### config.mk
export PLATFORM = sky130hd
export DESIGN_NAME = serial_add_sub
export DESIGN_NICKNAME = d
export VERILOG_FILES = /design/src/rtl/serial_arith_pkg.sv /design/src/rtl/digit_adder.sv /design/src/rtl/serial_add_sub.sv
export SDC_FILE = /design/constraint.sdc
export NUM_CORES = 1
export LEC_CHECK = 0
export ABC_CLOCK_PERIOD_IN_PS = 1850
export CORE_MARGIN = 4
export CORE_UTILIZATION = 50
export DETAILED_ROUTE_END_ITERATION = 10
export PLACE_DENSITY = 0.78
export SLEW_MARGIN = 20
export SYNTH_ARGS = -nofsm -noshare
export SYNTH_HDL_FRONTEND = slang
export SYNTH_SLANG_ARGS = --single-unit
### constraint.sdc
create_clock -name clk -period 1.85 [get_ports clk]
set_clock_uncertainty 0.05 [all_clocks]
set_input_delay 0.37 -clock clk [delete_from_list [all_inputs] [get_ports clk]]
set_output_delay 0.37 -clock clk [all_outputs]
set_load 0.05 [all_outputs]
### src/rtl/serial_arith_pkg.sv
// Shared definitions for the digit-serial add/sub datapath: FSM encodings,
// mode constants and counter sizing.
package serial_arith_pkg;

   typedef enum logic [1:0] {
      ST_IDLE = 2'd0,
      ST_RUN  = 2'd1,
      ST_DONE = 2'd2
   } state_t;

   localparam logic MODE_ADD = 1'b0;
   localparam logic MODE_SUB = 1'b1;

   // Digit counter width; never below one bit so N=1 still has a legal counter.
   function automatic int unsigned cnt_width(input int unsigned width,
                                             input int unsigned digit);
      int unsigned n;
      n = width / digit;
      return (n <= 1) ? 1 : $clog2(n);
   endfunction

endpackage

### src/rtl/digit_adder.sv
// DIGIT-bit combinational ripple adder; also exposes the carry into the digit
// MSB so the caller can derive two's-complement overflow.
module digit_adder #(
   parameter int unsigned DIGIT = 2
) (
   input  logic [DIGIT-1:0] a,
   input  logic [DIGIT-1:0] b,
   input  logic             cin,
   output logic [DIGIT-1:0] sum,
   output logic             cout,
   output logic             c_msb_in
);

   logic [DIGIT:0] c;

   assign c[0] = cin;

   for (genvar i = 0; i < DIGIT; i++) begin : g_fa
      assign sum[i]   = a[i] ^ b[i] ^ c[i];
      assign c[i + 1] = (a[i] & b[i]) | (c[i] & (a[i] ^ b[i]));
   end

   assign cout     = c[DIGIT];
   assign c_msb_in = c[DIGIT-1];

endmodule

### src/rtl/serial_add_sub.sv
// Digit-serial WIDTH-bit adder/subtractor: DIGIT bits per cycle, start/busy/done
// handshake, carry and signed-overflow flags.
module serial_add_sub
   import serial_arith_pkg::*;
#(
   parameter int unsigned WIDTH = 8,
   parameter int unsigned DIGIT = 2
) (
   input  logic             clk,
   input  logic             rst_n,
   input  logic             start,
   input  logic             mode,
   input  logic [WIDTH-1:0] a,
   input  logic [WIDTH-1:0] b,
   input  logic             cin,
   output logic             busy,
   output logic             done,
   output logic [WIDTH-1:0] result,
   output logic             cout,
   output logic             overflow
);

   localparam int unsigned N  = WIDTH / DIGIT;
   localparam int unsigned CW = cnt_width(WIDTH, DIGIT);

   state_t           state_q, state_d;
   logic [WIDTH-1:0] opa_q, opa_d, opb_q, opb_d, acc_q, acc_d;
   logic [WIDTH-1:0] result_q, result_d;
   logic             carry_q, carry_d, cout_q, cout_d, ovf_q, ovf_d;
   logic [CW-1:0]    cnt_q, cnt_d;

   logic [DIGIT-1:0]       dsum;
   logic                   dcout, dc_msb_in;
   logic [WIDTH+DIGIT-1:0] acc_cat;
   logic [WIDTH-1:0]       acc_shift;
   logic                   last;

   digit_adder #(
      .DIGIT(DIGIT)
   ) u_digit_adder (
      .a       (opa_q[DIGIT-1:0]),
      .b       (opb_q[DIGIT-1:0]),
      .cin     (carry_q),
      .sum     (dsum),
      .cout    (dcout),
      .c_msb_in(dc_msb_in)
   );

   // New digit enters at the MSB end; after N digits the LSB digit sits at bit 0.
   assign acc_cat   = {dsum, acc_q};
   assign acc_shift = WIDTH'(acc_cat >> DIGIT);
   assign last      = (cnt_q == CW'(N - 1));

   always_comb begin
      state_d  = state_q;
      opa_d    = opa_q;
      opb_d    = opb_q;
      acc_d    = acc_q;
      carry_d  = carry_q;
      cnt_d    = cnt_q;
      result_d = result_q;
      cout_d   = cout_q;
      ovf_d    = ovf_q;

      unique case (state_q)
         ST_IDLE, ST_DONE: begin
            state_d = ST_IDLE;
            if (start) begin
               // Subtract as a + ~b + ~borrow.
               opa_d   = a;
               opb_d   = (mode == MODE_SUB) ? ~b : b;
               carry_d = (mode == MODE_SUB) ? ~cin : cin;
               acc_d   = '0;
               cnt_d   = '0;
               state_d = ST_RUN;
            end
         end
         ST_RUN: begin
            opa_d   = opa_q >> DIGIT;
            opb_d   = opb_q >> DIGIT;
            acc_d   = acc_shift;
            carry_d = dcout;
            cnt_d   = cnt_q + CW'(1);
            if (last) begin
               result_d = acc_shift;
               cout_d   = dcout;
               ovf_d    = dc_msb_in ^ dcout;
               state_d  = ST_DONE;
            end
         end
         default: state_d = ST_IDLE;
      endcase
   end

   always_ff @(posedge clk) begin
      if (!rst_n) begin
         state_q  <= ST_IDLE;
         opa_q    <= '0;
         opb_q    <= '0;
         acc_q    <= '0;
         carry_q  <= 1'b0;
         cnt_q    <= '0;
         result_q <= '0;
         cout_q   <= 1'b0;
         ovf_q    <= 1'b0;
      end else begin
         state_q  <= state_d;
         opa_q    <= opa_d;
         opb_q    <= opb_d;
         acc_q    <= acc_d;
         carry_q  <= carry_d;
         cnt_q    <= cnt_d;
         result_q <= result_d;
         cout_q   <= cout_d;
         ovf_q    <= ovf_d;
      end
   end

   assign busy     = (state_q == ST_RUN);
   assign done     = (state_q == ST_DONE);
   assign result   = result_q;
   assign cout     = cout_q;
   assign overflow = ovf_q;

endmodule
==> results by stage, run 1 <==
Outcome:
- The flow ran to the end, and the final reports show no timing, DRC or antenna violations.

Clock network:
- TritonCTS built the clock tree.
- The clock tree synthesis step divided the H-tree into 2 levels.
- The number of gates resized after CTS is 0.
- Clock tree synthesis inserted a total of 5 buffers.
- No sink is reached through more buffers than the 2 on the longest clock path.
- The number of buffers inserted by post-CTS setup repair is 0.
- Clock tree synthesis found a total of 37 sinks.
- In this run the clock root is driven by a sky130_fd_sc_hd__clkbuf_4.
- The post-CTS clock slew at the launch and capture registers of the worst setup and hold paths is 0.11 ns.
- The clock reaches the later pin of the worst-skew pair after between 0.3 and 0.4 ns.
- The quantity of hold-fixing buffers added after cts is 0.

Timing:
- The clock period could shrink to 1.75 ns.
- The actual slew at the worst max-slew pin is 0.445 ns.
- The final count of hold timing violations came to 0.
- The worst-case hold slack is 0.417 ns.
- In the finished design, the share of the clock period the worst path needs comes to 0.945.
- The count of final setup violators is 0.
- The relative max-transition margin is 0.703.
- The total count of max-transition violations in the final report is 0.
- Setup repair after global routing left no endpoint under its margin.
- Derived from the worst setup path, the maximum achievable clock frequency is 0.572 GHz.
- Setup total negative slack on the finished layout was measured at 0 ns.

Routing:
- The number of nets with antenna violations after detailed routing is 0.
- The total via count after detailed routing is 1334.
- The final routed wire length divided by cell count is 13.0 microns.
- For this run, design rule violations remaining after detail routing come to 0.
- In the routed layout, each cell is associated on average with a via count of 5.25.
- The detailed router finished its first iteration with 63 violations.
- The total detailed-routing wirelength is 3.30 mm.
- The first-pass detailed-route iteration total is 4.

Synth:
- A synthesized cell averages 9.27 sq um.
- The number of different library cells in the post-synthesis netlist is 26.
- Of all cell types, the one taking the most synthesized area is sky130_fd_sc_hd__dfxtp_1.
- Of the synthesized area, sequential elements account for 0.444.
- For this run, the leading register cell type out of synthesis is sky130_fd_sc_hd__dfxtp_1.
- In the synthesized netlist the async set-or-reset flop fraction comes to 0.
- Ranked by instance count, the synthesized netlist is headed by 37 x sky130_fd_sc_hd__dfxtp_1, 30 x sky130_fd_sc_hd__nand2_1, 24 x sky130_fd_sc_hd__nand3_1, 22 x sky130_fd_sc_hd__a21boi_1, 13 x sky130_fd_sc_hd__a22oi_1.
- In this run, synthesis inferred 0 flip-flops with an integrated enable.
- In the post-synthesis netlist, the biggest area contributors are sky130_fd_sc_hd__dfxtp_1 44%, sky130_fd_sc_hd__a21boi_1 9.9%, sky130_fd_sc_hd__nand3_1 7.2%.
- Of the post-synthesis cell area, the dominant cell type holds 0.444.
- The cell count after synthesis came out at 180.
- The synthesized design contains 37 register bits.
- The most frequent cell after synthesis is sky130_fd_sc_hd__dfxtp_1.
- The synthesized netlist occupies a cell area of 1670 sq um.
- The Yosys step of the flow raised 0 warnings.
- The post-synthesis net count is 204.

Placement:
- The cell count after placement is around 250.
- Detailed placement finished with a half-perimeter wire length of ~2.3 mm.
- The congestion estimate from routability-driven global placement came to 0.763.
- After detailed placement, the total cell area comes to 1950 sq um.
- Input and output buffers added on the ports amount to 32.

Layout:
- The multi-input combinational cell area is 807 sq um.
- The final standard cell count with taps included and fillers excluded is 254.
- The fraction of final layout cells sized beyond drive strength 1 is 0.133.
- The number of diodes is 0.
- The layout overhead on the synthesized area is 21.5%.
- The area occupied by registers is 741 sq um.
- The finished cells cover 2030 sq um.
- The number of nets in the layout is 233.
- The filler cells instantiated in the layout total 276.

Global routing:
- The first-pass GRT wire length is 5.73 mm.
- After global routing the overflow that remains totals 0.
- For this run, the total global-route usage over all layers was measured as 0.174.
- The via count of the first global-routing pass is 1341.
- The initial antenna violation count is 0.
- Entering global routing, the biggest net connects 38 pins.

Power:
- The design draws between 1500 and 2000 uW.
- The share of total power dissipated in the clock network is 0.305.
- The proportion of total power due to net switching is 0.253.
- The switching power total is 394 uW.
- For this design the ratio of total power to cell area is 770 nW/um^2.
- The analysis attributes to cell leakage a power of 0.000779 uW.
- Of the total power, registers draw 0.548.
- The internal power contribution is ~1200 uW.
- Across the VDD grid, the largest voltage drop is 0.000405 V.
- Of the total power, combinational logic draws 0.148.

Setup path:
- The data required time at the worst endpoint is 2.04 ns.
- STA classifies the critical path endpoint as a flop.
- The worst setup path is launched from a flop.
- In this run the worst path has a maximum fanout of 3.
- The worst path arrival time is around 1.9 ns.
- The type of the worst setup path is reg2reg.

Floorplanning:
- The overall die width is about 66 microns.
- The floorplan step set the die height to 65.8 microns.
- The area of the die is 4320 sq um.
- For this design the top-level I/O count stands at 33.
- The initialized floorplan defines 20 standard-cell rows.
- For this configuration, the core starts out at a cell density of 0.533.
- The region available for standard cell placement spans 3130 sq um.

Run:
- The count of max-cap constraint violations is 0.

Hold path:
- The type of the most critical hold path is reg2reg.
[per-stage QoR]
step	util	worst slack, ns
detailed placement	0.625	0.0517
global route	0.648	0.00264
finish	0.648	0.102
CTS	0.647	0.0373
floorplan	-	0.169
global placement	0.625	0.122
[power by group through the flow]
stage / Sequential [uW] / Clock (uW) / Combinational (uW)
3_5_place_dp: 873 / 0 / 231
4_1_cts: 854 / 499 / 232
5_1_grt: 859 / 535 / 256
6_report: 855 / 476 / 230
3_3_place_gp: 870 / 0 / 224
2_1_floorplan: 867 / 0 / 164
[path summary, 6_finish.rpt]
kind | start | endpoint | slack [ns] | depth (start not counted)
min | result[0] | result[0] | 0.42 | 2
max reg2reg | opa_q[0] | overflow | 0.10 | 5
max | opa_q[0] | overflow | 0.10 | 5
min reg2reg | result[0] | result[0] | 0.42 | 2
[layout by cell type, fill, tap and decap left out, drive strengths merged]
cell and count:
nand2 30, o21ai 1, and3b 1, o21a 1
nor2 1, nand2b 2, a21boi 33, buf 18
nand3 24, clkdlybuf4s50 20, fa 2, clkinv 1
a22oi 13, xor2 9, dfxtp 37, inv 1
nand3b 1, and2 2, xnor2 1, o211a 1
nor2b 2, and3 1, ha 1, clkbuf 7
[flip-flops by register name, summed over array words and instances, names as in the netlist]
register	flops
opa_q	8
opb_q	8
result	8
acc_q	6
cnt_q	2
state_q	2
carry_q	1
cout	1
overflow	1
[kinds of logic after synthesis]
logic type / Yosys count / share of synthesized area
simple gates: 64 / 0.178
compound gates: 49 / 0.221
flops: 37 / 0.444
buf+inv: 17 / 0.0735
xor+xnor: 10 / 0.0525
fa+ha+maj: 3 / 0.0315
[final cells by class]
| class | instances | share of cell area |
|---|---|---|
| clock buffer | 7 | 0.0321 |
| tap | 44 | 0.0272 |
| multi-input combinational | 126 | 0.398 |
| clock inverter | 1 | 0.00247 |
| timing repair buffer | 38 | 0.172 |
| sequential | 37 | 0.365 |
| inverter | 1 | 0.00309 |
[critical path, cell delays in order, from the launching register on]
cell,delay [ns]
sky130_fd_sc_hd__dfxtp_1,0.34
sky130_fd_sc_hd__fa_1,0.48
sky130_fd_sc_hd__fa_2,0.39
sky130_fd_sc_hd__xnor2_1,0.17
sky130_fd_sc_hd__nand2_1,0.07
sky130_fd_sc_hd__o211a_1,0.15
[layer usage]
layer	wire length [microns]	track usage	vias to the layer above
met5	0	0	-
li1	-	-	675
met1	1410	0.177	620
met3	173	0.0581	5
met4	59	0.0777	0
met2	1660	0.318	34
Power figures use the tool's default switching activity.
==> run 2: changes to the inputs <==
--- a/config.mk
+++ b/config.mk
@@ -9,7 +9,7 @@
 export CORE_MARGIN = 4
 export CORE_UTILIZATION = 50
 export DETAILED_ROUTE_END_ITERATION = 10
-export PLACE_DENSITY = 0.78
+export PLACE_DENSITY = 0.77
 export SLEW_MARGIN = 20
 export SYNTH_ARGS = -nofsm -noshare
 export SYNTH_HDL_FRONTEND = slang
==> run 2 against run 1 <==
Net effect: register-to-register slack is essentially flat; sequential power is essentially flat; non-clock buffer count shrank 1; total power shrank 3.8%; clock-buffer cell count is the same; critical path type unchanged; clock power shrank 12%.
==> results by stage, run 2 (synthesized netlist as in run 1, its figures left out) <==
Placement:
- The estimated wirelength of the detail-placed design came to 2.29 mm (-0.92%).
- The pre-CTS worst setup slack was 0.0536 ns (+0.00189 ns).
- The number of buffers added on ports is 32 (unchanged).
- The final weighted congestion in routability-driven placement is 0.770 (+0.93%).

Layout:
- The number of diodes came to 0 (unchanged).
- The fraction of final layout cells sized beyond drive strength 1 came to 0.120 (-0.0131).
- The layout overhead on the synthesized area is 20.2%.
- The library cells used most frequently in the layout, excluding fill and tap cells, are 37 x sky130_fd_sc_hd__dfxtp_1, 30 x sky130_fd_sc_hd__nand2_1, 24 x sky130_fd_sc_hd__nand3_1.
- The area occupied by registers was 741 sq um (unchanged).
- The number of nets in the layout was 232 (-0.43%).
- The most common cell after layout, fill and taps aside is sky130_fd_sc_hd__dfxtp_1.
- The post-layout utilization of the core was 0.641 (-0.00720).
- The number of fill cells in the layout is 287 (+4.0%).
- The multi-input combinational cell area is 807 sq um (unchanged).

Hold path:
- The tightest min-delay check is of the reg2reg type.
- For hold timing, the worst endpoint is result[7].
- The hold path startpoint is result[7].
- The number of instances on the worst hold path is 2 (unchanged).

Clock network:
- TritonCTS built the clock tree.
- The H-tree depth was 2 (unchanged).
- The post-CTS clock slew at the launch and capture registers of the worst setup and hold paths is 0.10 ns (about the same).
- The maximum clock insertion buffer count came to 2 (unchanged).
- The total clock buffers created by CTS is 5 (unchanged).
- The quantity of hold-fixing buffers added after cts was 0 (unchanged).
- The root buffer cell is sky130_fd_sc_hd__clkbuf_4.
- The count of clock tree sinks was 37 (unchanged).
- The latest clock arrival within the worst-skew pair is 0.34 ns (about the same).

Timing:
- The worst-case setup margin in the final layout was 0.0952 ns (-0.00633 ns).
- The worst-case hold slack is 0.416 ns (-0.00108 ns).
- The total count of max-transition violations in the final report is 0 (unchanged).
- The achievable clock frequency is 0.570 GHz (-0.36%).
- The share of the cycle needed by the critical path after routing is 0.949 (+0.00342).
- The count of final setup violators is 0 (unchanged).
- The relative max-transition margin is 0.706 (+0.00318).
- The actual slew at the worst max-slew pin is 0.440 ns (-0.00475 ns).
- The final count of hold timing violations is 0 (unchanged).
- The total negative setup slack is 0 ns (unchanged).
- The minimum period implied by the final worst setup slack is 1.75 ns (+0.00633 ns).
- Setup repair after global routing left no endpoint under its margin.

Setup path:
- The worst path arrival time came to 1.94 ns (about the same).
- The data required time at the worst endpoint came to 2.04 ns (about the same).
- The worst setup path is captured at a flop.
- The buffers plus inverters on the worst setup path is 0 (unchanged).
- The slowest library cell on the worst path is sky130_fd_sc_hd__fa_1.
- The biggest cell delay along the critical path is 0.49 ns (about the same).
- The largest driver fanout on the critical path is 3 (unchanged).
- The critical path goes through fa_1 -> fa_2 -> xnor2_1 -> nand2_1 -> o211a_1.
- The number of cell instances on the worst register-to-register path came to 5 (unchanged).
- The type of the worst setup path is reg2reg.
- The type of element launching the critical path is a flop.
- The worst register-to-register path ends at overflow.
- The source of the worst register-to-register timing path is opa_q[0].
- The category of cells accounting for the largest share of critical-path delay is adder cells.
- The setup slack of the worst register-to-register path was 0.1 ns (about the same).

Routing:
- The number of nets with antenna violations after detailed routing is 0 (unchanged).
- The number of DRC violations after detailed routing is 0 (unchanged).
- The total via count after detailed routing is 1341 (+0.52%).
- The total detailed-routing wirelength came to 3.23 mm (-2.3%).
- The ratio of routed vias to standard cells came to 5.32 (+1.3%).
- The final routed wire length divided by cell count is 12.8 microns (-1.5%).
- The DRC marker count from the first detailed-route iteration was 72 (+14%).
- The first-pass detailed-route iteration total is 4 (unchanged).

Floorplanning:
- The area of the die is 4320 sq um (unchanged).
- The count of pins on the block boundary is 33 (unchanged).
- The area of the core is 3130 sq um (unchanged).
- The row count came to 20 (unchanged).
- The vertical die dimension is 65.8 microns (unchanged).
- The effective utilization at floorplan is 0.533 (unchanged).
- The overall die width came to 65.8 microns (unchanged).

Global routing:
- The total global routing track utilization is 0.169 (-0.00479).
- The largest net degree at the start of global routing was 38 (unchanged).
- The global-route congestion overflow total is 0 (unchanged).
- The initial antenna violation count is 0 (unchanged).
- The first-pass GRT wire length came to 5.61 mm (-2.2%).
- The via count of the first global-routing pass is 1366 (+1.9%).

Power:
- The power per unit of standard cell area was 749 nW/um^2 (-2.7%).
- The maximum VDD drop came to 0.000517 V (+28%).
- The post-layout total power is 1500 uW (-3.8%).
- The leakage power is 0.000765 uW (-1.9%).

Outcome:
- The flow ran to the end, and the final reports show no timing, DRC or antenna violations.

Run:
- The count of max-cap constraint violations is 0 (unchanged).
-- run 2: cell count changes in the layout (fill, tap and decap cells not counted), sizes merged --
cell    delta
clkinv     -1
buf        -1
-- run 2: how the worst max path moves through the flow --
| stage | slack (ns) | start | cells after the start | to |
|---|---|---|---|---|
| after floorplan | 0.17 | opa_q[0] | 5 | overflow |
| after global placement | 0.12 | opa_q[0] | 5 | overflow |
| after detailed placement | 0.05 | opa_q[0] | 5 | overflow |
| after CTS | 0.03 | opa_q[0] | 5 | overflow |
| after global routing | 0.03 | opa_q[0] | 5 | overflow |
| final | 0.1 | opa_q[0] | 5 | overflow |
-- run 2: layout make-up --
type	instances	area share
clock buffers	7	0.0275
flip-flops and latches	37	0.370
repair buffers	37	0.170
inverters	1	0.00312
well taps	44	0.0275
multi-input cells	126	0.403
-- run 2: power by group --
| group | internal [uW] | switching [uW] |
|---|---|---|
| Clock | 179 | 241 |
| Sequential | 831 | 23.6 |
| Combinational | 113 | 114 |
-- run 2: timing repair --
item / CTS / global route
buffers inserted: 0 / 0
setup endpoints to repair: 0 / 1
gates resized for setup: 0 / 1
-- run 2: worst reg2reg max path, delay by kind of cell (launching register included) --
kind	cells	cell delay, ns
fa+ha+maj	2	0.88
flops	1	0.35
xor+xnor	1	0.17
simple gates	1	0.07
compound gates	1	0.14
-- run 2: per-layer routing --
| metal | global-route usage | up-vias | routed length (microns) |
|---|---|---|---|
| met5 | 0 | - | 0 |
| met4 | 0.0777 | 0 | 53 |
| met3 | 0.0564 | 6 | 168 |
| met2 | 0.302 | 33 | 1660 |
| met1 | 0.178 | 627 | 1340 |
| li1 | - | 675 | - |
-- run 2: per-stage QoR --
stage | cells | area [sq um]
floorplan | 180 | 1670
global placement | 245 | 1950
detailed placement | 245 | 1950
CTS | 252 | 2000
global route | 252 | 2000
finish | 252 | 2000
==> variant (settings of run 1) <==
Reset style: asynchronous (`rst_n`), changed in one clocked block.
--- a/src/rtl/serial_add_sub.sv
+++ b/src/rtl/serial_add_sub.sv
@@ -94,3 +94,3 @@
 
-   always_ff @(posedge clk) begin
+   always_ff @(posedge clk or negedge rst_n) begin
       if (!rst_n) begin
Formal check against the unedited RTL: differs if rst_n is asserted again (counterexample within 4 cycles, from zero or initial values and one cycle with rst_n low); with rst_n held inactive, the same outputs for 10 cycles.
==> variant against run 1 <==
  * Sequential share of layout area up 9.1 points
  * Core utilization up 1.6 points
  * Wire length down 15%
  * Design area about the same
  * Synthesized area down 4.3%
  * Worst setup slack worse by 17 ps
  * Sequential cell count unchanged
  * Highest routed layer unchanged
Power is not compared: it rests on default switching activity, and its combinational part moved more than twofold at a synthesized area within 25%.
==> variant: results <==
{
  "antenna_found_initial": 0,
  "dpl_worst_slack_ps": 45.1,
  "insertion_delay_ps": 330,
  "synthTopCellsByCount": "dfrtp_1, a22o_1, mux2_2",
  "ys_seq_area_frac": 0.580,
  "clk_pin_slew_worst_paths_ps": 110,
  "grt_pass1_vias": 1077,
  "grtUsageTotal": 0.155,
  "cts_htree_levels": 2,
  "cts_root_buffer": "clkbuf_4",
  "grt_max_degree": 38,
  "n_antenna_cell": 0,
  "arrival_ps": 1940,
  "async_reset_ff_frac": 1.00,
  "cp_max_fo": 2,
  "synth_area_leaders": "dfrtp_1, a22o_1, mux2_2",
  "port_buffers": 32,
  "status": "complete, no violations",
  "drt-initial-drc-count": 53,
  "leakagePower_nw": 0.966,
  "wire_per_inst_um": 14.1,
  "nNetsFinal": 178,
  "cts_buffers": 5,
  "slew_headroom": 0.632,
  "cts_max_path_buffers": 2,
  "place_congestion": 0.774,
  "synth_ff_type": "dfrtp_1",
  "yosysWarnings": 0,
  "drc": 0,
  "dr.pass1.iters": 4,
  "worstHoldPathType": "in -> async",
  "hpwl_um": 2020,
  "cts_hold_buf": 0,
  "ir_worst_vdd_v": 0.000659,
  "drt-vias-per-instance": 5.27,
  "worstRegToRegCells": 3,
  "grt_pass1_wl_um": 4900,
  "drive_gt1_frac": 0.240,
  "ys_types": 22,
  "syn_nets": 141
}
## variant: cell count changes after synthesis, sizes merged, moves of 10 or more
cell and delta:
dfxtp -37, a21boi -33, a22o +17, dfrtp +37, mux2 +10, nand3 -24
nand2 -29, a22oi -13
## variant: stage by stage
step	hold WS, ps	cell area, sq um	instances	util
detailed placement	424	1970	191	0.645
global placement	409	1970	191	0.645
floorplan	24.4	1600	117	-
finish	396	2030	198	0.664
CTS	405	2030	198	0.664
global route	434	2030	198	0.664
## variant: path summary, 6_finish.rpt
check                      startpoint         to  slack [ps]
hold / removal                  rst_n   acc_q[7]         400
setup / recovery             opa_q[0]  result[7]          80
hold reg to reg              opa_q[2]   opa_q[2]         440
setup reg to reg             opa_q[0]  result[7]          80
max in group asynchronous       rst_n   opa_q[2]        1030
min in group clk             opa_q[2]   opa_q[2]         440
## variant: kinds of logic after synthesis
family,share of synthesized area
compound gates,0.172
xor+xnor,0.0549
fa+ha+maj,0.0329
buf+inv,0.0431
flops,0.580
mux,0.0705
simple gates,0.0470
## variant: critical path: stages (launching register included)
cell	delay, ps
dfrtp_1	410
fa_1	480
fa_2	440
mux2_2	270
## variant: timing repair
action                                  CTS  global route
endpoints found under the setup margin    0             3
setup buffers                             0             0
gates resized for setup                   0             1
## variant: area by class of cell
cell class              count  area, sq um
well taps                  44         55.1
multi-input cells          69          604
repair buffers             39          380
fillers                   265         1020
inverters                   2         7.51
flip-flops and latches     37          926
clock buffers               7         55.1
## variant: per-layer routing
metal  wire length [um]  part of all wire  global-route usage
met4                 55             0.020              0.0712
met2               1360              0.49               0.255
met1               1190              0.43               0.185
met5                  0                 0                   0
met3                188             0.067              0.0485
## variant: power by group
| group | internal [W] | leakage (nW) | total (W) | switching [W] |
|---|---|---|---|---|
| logic | 0.000907 | 0.466 | 0.00193 | 0.00102 |
| clock network | 0.000180 | 0.0314 | 0.000423 | 0.000243 |
| registers | 0.00117 | 0.468 | 0.00140 | 0.000226 |
